### config.mk
export PLATFORM = sky130hd
export DESIGN_NAME = dcf77_encoder
export DESIGN_NICKNAME = d
export VERILOG_FILES = /design/src/rtl/dcf77_encoder.sv
export SDC_FILE = /design/constraint.sdc
export NUM_CORES = 1
export LEC_CHECK = 0
export ABC_AREA = 1
export BUFFER_PORTS_ARGS = -buffer_cell sky130_fd_sc_hd__buf_4
export CORE_ASPECT_RATIO = 0.5
export CORE_MARGIN = 1
export CORE_UTILIZATION = 30
export CTS_BUF_LIST = sky130_fd_sc_hd__clkbuf_8 sky130_fd_sc_hd__clkbuf_16
export CTS_CLUSTER_SIZE = 40
export DETAILED_ROUTE_END_ITERATION = 16
export HOLD_SLACK_MARGIN = 0.12
export PLACE_DENSITY = 0.45
export SYNTH_ARGS = -nofsm -noshare
export SYNTH_HDL_FRONTEND = slang
export SYNTH_SLANG_ARGS = --single-unit
### constraint.sdc
create_clock -name clk -period 4.5 [get_ports clk]
set_input_delay 0.9 -clock clk [delete_from_list [all_inputs] [get_ports clk]]
set_output_delay 0.9 -clock clk [all_outputs]
set_load 0.02 [all_outputs]
### src/rtl/dcf77_encoder.sv
// DCF77 minute-frame transmitter: BCD time fields in, pulse-width-coded tx out on the 10 ms tick.
// Optional macro DCF77_ENC_TZ_EN adds a cest input that drives the Z1/Z2 time-zone bits.
module dcf77_encoder #(
  parameter int TICKS_PER_SEC = 100,
  parameter int TICKS_ZERO    = 10,
  parameter int TICKS_ONE     = 20
) (
  input  logic       clk,
  input  logic       rst_n,
  input  logic       clk_en,
  input  logic       time_valid,
  output logic       time_ready,
  input  logic [6:0] minute,
  input  logic [5:0] hour,
  input  logic [5:0] day,
  input  logic [2:0] day_of_week,
  input  logic [4:0] month,
  input  logic [7:0] year,
`ifdef DCF77_ENC_TZ_EN
  input  logic       cest,
`endif
  output logic       tx,
  output logic [5:0] second,
  output logic       frame_start,
  output logic       underrun
);

  localparam int              TW         = (TICKS_PER_SEC > 1) ? $clog2(TICKS_PER_SEC) : 1;
  localparam logic [TW-1:0]   TICK_LAST  = TW'(TICKS_PER_SEC - 1);
  localparam logic [TW-1:0]   W_ZERO     = TW'(TICKS_ZERO);
  localparam logic [TW-1:0]   W_ONE      = TW'(TICKS_ONE);
  localparam logic [58:0]     FRAME_RST  = 59'h140000;

  function automatic logic even_parity(input logic [31:0] v);
    return ^v;
  endfunction

  function automatic logic [58:0] build_frame(
    input logic [6:0] mi, input logic [5:0] hr, input logic [5:0] dy,
    input logic [2:0] dw, input logic [4:0] mo, input logic [7:0] yr,
    input logic       z1, input logic       z2
  );
    logic [58:0] f;
    f        = {59{1'b0}};
    f[17]    = z1;
    f[18]    = z2;
    f[20]    = 1'b1;
    f[27:21] = mi;
    f[28]    = even_parity({25'd0, mi});
    f[34:29] = hr;
    f[35]    = even_parity({26'd0, hr});
    f[41:36] = dy;
    f[44:42] = dw;
    f[49:45] = mo;
    f[57:50] = yr;
    f[58]    = even_parity({10'd0, yr, mo, dw, dy});
    return f;
  endfunction

  logic [TW-1:0] tick_r;
  logic [5:0]    second_r;
  logic          tx_r;
  logic          time_ready_r;
  logic          frame_start_r;
  logic          underrun_r;
  logic [58:0]   frame_r;

  logic          z1_s;
  logic          z2_s;
  logic [58:0]   frame_new_s;
  logic          accept_s;
  logic          wrap_tick_s;
  logic          wrap_min_s;
  logic [TW-1:0] tick_next_s;
  logic [5:0]    second_next_s;
  logic [63:0]   frame_pad_s;
  logic          bit_s;
  logic [TW-1:0] width_s;
  logic          tx_next_s;

`ifdef DCF77_ENC_TZ_EN
  assign z1_s = cest;
  assign z2_s = ~cest;
`else
  assign z1_s = 1'b0;
  assign z2_s = 1'b1;
`endif

  assign frame_new_s = build_frame(minute, hour, day, day_of_week, month, year, z1_s, z2_s);
  assign accept_s    = time_valid && time_ready_r;

  // Next tick/second position and the pulse level for the tick being entered.
  always_comb begin
    wrap_tick_s = (tick_r == TICK_LAST);
    if (wrap_tick_s) begin
      tick_next_s = {TW{1'b0}};
      if (second_r == 6'd59) begin
        second_next_s = 6'd0;
      end else begin
        second_next_s = second_r + 6'd1;
      end
    end else begin
      tick_next_s   = tick_r + TW'(1);
      second_next_s = second_r;
    end
    wrap_min_s  = clk_en && wrap_tick_s && (second_r == 6'd59);
    frame_pad_s = {5'd0, frame_r};
    bit_s       = frame_pad_s[second_next_s];
    if (bit_s) begin
      width_s = W_ONE;
    end else begin
      width_s = W_ZERO;
    end
    tx_next_s = (second_next_s != 6'd59) && (tick_next_s < width_s);
  end

  // Timebase, handshake, shadow frame and registered outputs.
  always_ff @(posedge clk or negedge rst_n) begin
    if (!rst_n) begin
      tick_r        <= {TW{1'b0}};
      second_r      <= 6'd59;
      tx_r          <= 1'b0;
      time_ready_r  <= 1'b1;
      frame_start_r <= 1'b0;
      underrun_r    <= 1'b0;
      frame_r       <= FRAME_RST;
    end else begin
      frame_start_r <= 1'b0;
      underrun_r    <= 1'b0;
      if (accept_s) begin
        frame_r      <= frame_new_s;
        time_ready_r <= 1'b0;
      end
      if (clk_en) begin
        tick_r   <= tick_next_s;
        second_r <= second_next_s;
        tx_r     <= tx_next_s;
        if (wrap_tick_s && (second_r == 6'd58)) begin
          time_ready_r <= 1'b1;
        end
        // Closing the minute without a handshake reuses the old frame and flags it.
        if (wrap_min_s) begin
          frame_start_r <= 1'b1;
          underrun_r    <= time_ready_r && !time_valid;
          time_ready_r  <= 1'b0;
        end
      end
    end
  end

  assign tx          = tx_r;
  assign second      = second_r;
  assign time_ready  = time_ready_r;
  assign frame_start = frame_start_r;
  assign underrun    = underrun_r;

endmodule

---- Word-level counts from Yosys, hierarchy flattened ----
Index checks and enable logic that the tools add are counted.
storage, ports and cells
  register bits after elaboration ......... 55
  output and inout port bits .............. 10
  word-level logic and storage cells ...... 39
operators by class
  add/sub/neg operators ................... 2
  $lt $le $gt $ge ......................... 2
  equal/unequal tests ..................... 4
  multiplexer cells ....................... 14
  reduce and logical (&&, ||, !) cells .... 10
operators with widths
  operator               number
  $reduce_xor A32 Y1     3
  $eq A6 B6 Y1 const B   2
  $mux W6                2
  $mux W1                9
  $add A7 B1 Y7 const B  1
  $eq A7 B7 Y1 const B   1
  $lt A6 B7 Y1 const B   1
  $lt A7 B7 Y1           1
  $mux W7                1
  $add A6 B1 Y6 const B  1
  $bmux W1 S6            1
  $logic_and A1 B1 Y1    6
  $ne A6 B6 Y1 const B   1
  $mux W5                1
  $logic_not A1 Y1       1

---- Depth between registers and ports, before layout ----
  depth after elaboration ................. 8
  depth in mapped cells ................... 23

---- Worst setup path after synthesis ----
No wires, ideal clock.
  path type ............................... register -> register
  from .................................... register second_r[0] (netlist: second[0])
  to ...................................... register tx_r (netlist: tx)
  arrival ................................. 2.801 ns
  required time ........................... 4.434 ns
  slack ................................... 1.634 ns
  stages on the path, launching flop included .. 21
  buffers on the path ..................... 1
  cells stage by stage .................... dfstp_2 > ha_1 > nand3_1 > o21bai_1 > nand2_4 > nand2_4 > buf_6 > nand2_1 > nand3_1 > nand2_1 > nand2_1 > nand3_1 > a21oi_1 > nand2_1 > nand2_1 > inv_1 > ha_1 > a21o_1 > nor4_1 > nand2_1 > nand2_1
on the way
  longest elaborated chain between the ends .. 8
RTL lines
  element                                               RTL line  RTL
  start: declaration                                    61        logic [5:0] second_r;
  start signal: assignment                              136       second_r <= second_next_s;
  $add A6 B1 Y6 / $eq A6 B6 Y1 (equally long branches)  100, 97
  $mux W6                                               97        if (second_r == 6'd59) begin
  $mux W6 *                                             95        if (wrap_tick_s) begin
  $bmux W1 S6                                           108       bit_s = frame_pad_s[second_next_s];
  $mux W1 (not written as such)                         108
  $mux W5                                               109       if (bit_s) begin
  $lt A7 B7 Y1                                          114       tx_next_s = (second_next_s != 6'd59) && (tick_next_s < width_s);
  $logic_and A1 B1 Y1 *                                 114
  end signal: assignment                                137       tx_r <= tx_next_s;
  end: declaration                                      62        logic tx_r;
Mark *: on every way between the ends. The rest lies on a longest branch, timed or not. The select of a mux whose other input is x is not followed.
A chain may end at the register's enable or synchronous reset.

---- Final worst setup path ----
Same ends and word-level chain as after synthesis.

==> metrics.csv <==
metric;value;unit
synth-main-ff-cell;dfrtp_1;
dr_wl_met3;238;um
peakVddDrop;0.148;mV
grt_use_total;14.2;%
cts_made_buffers;5;
grt_pass1_vias;2453;
synthMuxAreaShare;7.86;%
top_layer;met4;
worst_setup_path_end_kind;flip-flop;
synthesis.area;3300;um^2
syn2layout_area_growth;19.3;%
tns;0;ns
detail_route.iter0.violations;134;
fin_skew;0.00609;ns
htreeDepth;2;
dp_slack;1.27;ns
dieArea;11400;um^2
layout_commonest_cell;nand2_1;
syn_inst;389;
ys_warn_count;0;
synthArstFlopShare;100;%
holdBufCountCts;0;
core;10400;um^2
arrival;3.50;ns
row_count;26;
regArea;1380;um^2
antenna_found_initial;0;
m1WireLength;4270;um
grt_pass1_wl;12800;um
place_congestion;0.789;
start_kind;flip-flop;
grt_overflow;0;
ys_types;37;
synth_top_family_by_area;simple AND/OR/NAND/NOR gates;
power.total;0.00158;W
port_buffers;48;
clkLatencyLatePin;0.29;ns
hold_viol_final;0;
layout_common_cells;nand2_1 (90), dfrtp_1 (49), buf_4 (49), inv_1 (37), nand3_1 (33);
power.density;402;nW/um^2
required;4.73;ns
post_cts.repair.setup_buffers;0;
tightest_slew;0.979;ns
max_cap_violations;0;
grt_max_degree;56;
cts-resized-gates;0;
drcViolationCount;0;
hpwl;5450;um
via_per_inst;4.47;
n_fill_cell;1097;
ys_seq_area_share;42.0;%
die_y;76.1;um
die_x;150;um
setup_ws;1.23;ns
cp_max_fo;11;
synthAdderAreaFrac;2.28;%
status;completed;
cts_tree;yes;
root_buffer;clkbuf_16;
firstDrtPassIters;4;
rsz0062_at_grt;no;
wl_per_cell;13.0;um
leakagePower;1.96;nW
synth_edf_count;0;
initial_utilization;31.6;%
ys_seq_elements;55;
final_antenna_net_count;0;
slew_violations;0;
path_class;reg2reg;
synth.avg_cell_area;8.48;um^2
synth_xor_area_share;8.50;%
ios;49;
antennaDiodeCount;0;
final_core_util;37.7;%
cts.sinks;55;
fin_crit;3.27;ns
met2WireLength;2910;um
synth_compound_area_share;8.20;%
finalCritPeriodShare;72.6;%
num_vias;2572;
synth_nets;434;
max_slew_margin;34.5;%
setup_viol;0;
synth-simple-area-share;24.9;%
nets;479;
multiInputGateArea;1710;um^2
routed_wl;7460;um
max_clock_freq;0.306;GHz
clk_pin_slew_worst_paths;0.07;ns
hold_class;reg2reg;
clk_path_buf_depth;2;
drive_above_1_share;23.9;%
==> metal layers <==
layer	vias up	track usage, %
li1	1353	-
met1	1172	22.5
met2	43	19.4
met3	4	3.11
met4	0	2.42
met5	-	0
==> synthesized netlist by cell type (8+ instances only) <==
master | instances | share of area, %
a21oi_1 | 14 | 2.1
dfrtp_1 | 49 | 37
clkbuf_1 | 8 | 0.91
inv_1 | 36 | 4.1
nand2_1 | 91 | 10
nor2_1 | 23 | 2.6
xnor2_1 | 22 | 5.8
mux2_2 | 23 | 7.9
xor2_1 | 10 | 2.7
o21ai_0 | 20 | 3.0
nand3_1 | 33 | 5.0
==> where the power goes <==
| group | switching [W] | leakage (nW) | internal, W |
|---|---|---|---|
| Sequential | 0.0000656 | 0.676 | 0.000547 |
| Clock | 0.000179 | 0.0783 | 0.000221 |
| Combinational | 0.000343 | 1.21 | 0.000225 |
==> state kept, by name, summed over array words and instances (netlist names) <==
register     flops
frame_r         38
tick_r           7
second           6
frame_start      1
time_ready       1
tx               1
underrun         1
==> logic make-up after synthesis <==
group,after synthesis
AO/OA/AOI/OAI,48
XOR/XNOR,32
adder cells (fa/ha/maj),6
buffers and inverters,50
flip-flops,55
multiplexers,23
AND/OR/NAND/NOR,175
==> layout make-up <==
type	count	area share (%)
multi-input combinational	284	43.4
sequential	55	35.2
timing repair buffer	49	9.35
tap	140	4.45
inverter	39	3.72
clock buffer	6	3.53
clock inverter	2	0.318
==> worst max-delay path, cell delays in order (launching register included) <==
cell	delay, ns
dfstp_2	0.62
inv_1	0.13
ha_1	0.36
nand2_1	0.06
o21ai_1	0.45
nand3_1	0.18
nand3_1	0.12
nand3_1	0.08
nand2_1	0.10
nand2_1	0.05
nand2_1	0.12
nand2_1	0.08
inv_1	0.08
ha_1	0.24
a21o_1	0.18
nor4_1	0.21
nand2_1	0.09
nand2_1	0.05
==> metrics by stage <==
step | instances | hold slack [ns] | area [um^2]
6_report | 575 | 0.491 | 3930
5_1_grt | 575 | 0.521 | 3930
4_1_cts | 575 | 0.501 | 3930
3_5_place_dp | 567 | 0.481 | 3780
3_3_place_gp | 567 | 0.477 | 3780
2_1_floorplan | 389 | 0.446 | 3300
==> path summary, 6_finish.rpt <==
kind | startpoint | endpoint | slack (ns) | cells after the start
setup reg to reg | second[0] | tx | 1.23 | 17
min in group asynchronous | rst_n | frame_r[46] | 0.66 | 1
hold reg to reg | frame_r[35] | frame_r[35] | 0.49 | 2
max in group asynchronous | rst_n | tick_r[3] | 3.35 | 1
setup / recovery | second[0] | tx | 1.23 | 17
hold / removal | frame_r[35] | frame_r[35] | 0.49 | 2
(Power assumes the default switching activity.)
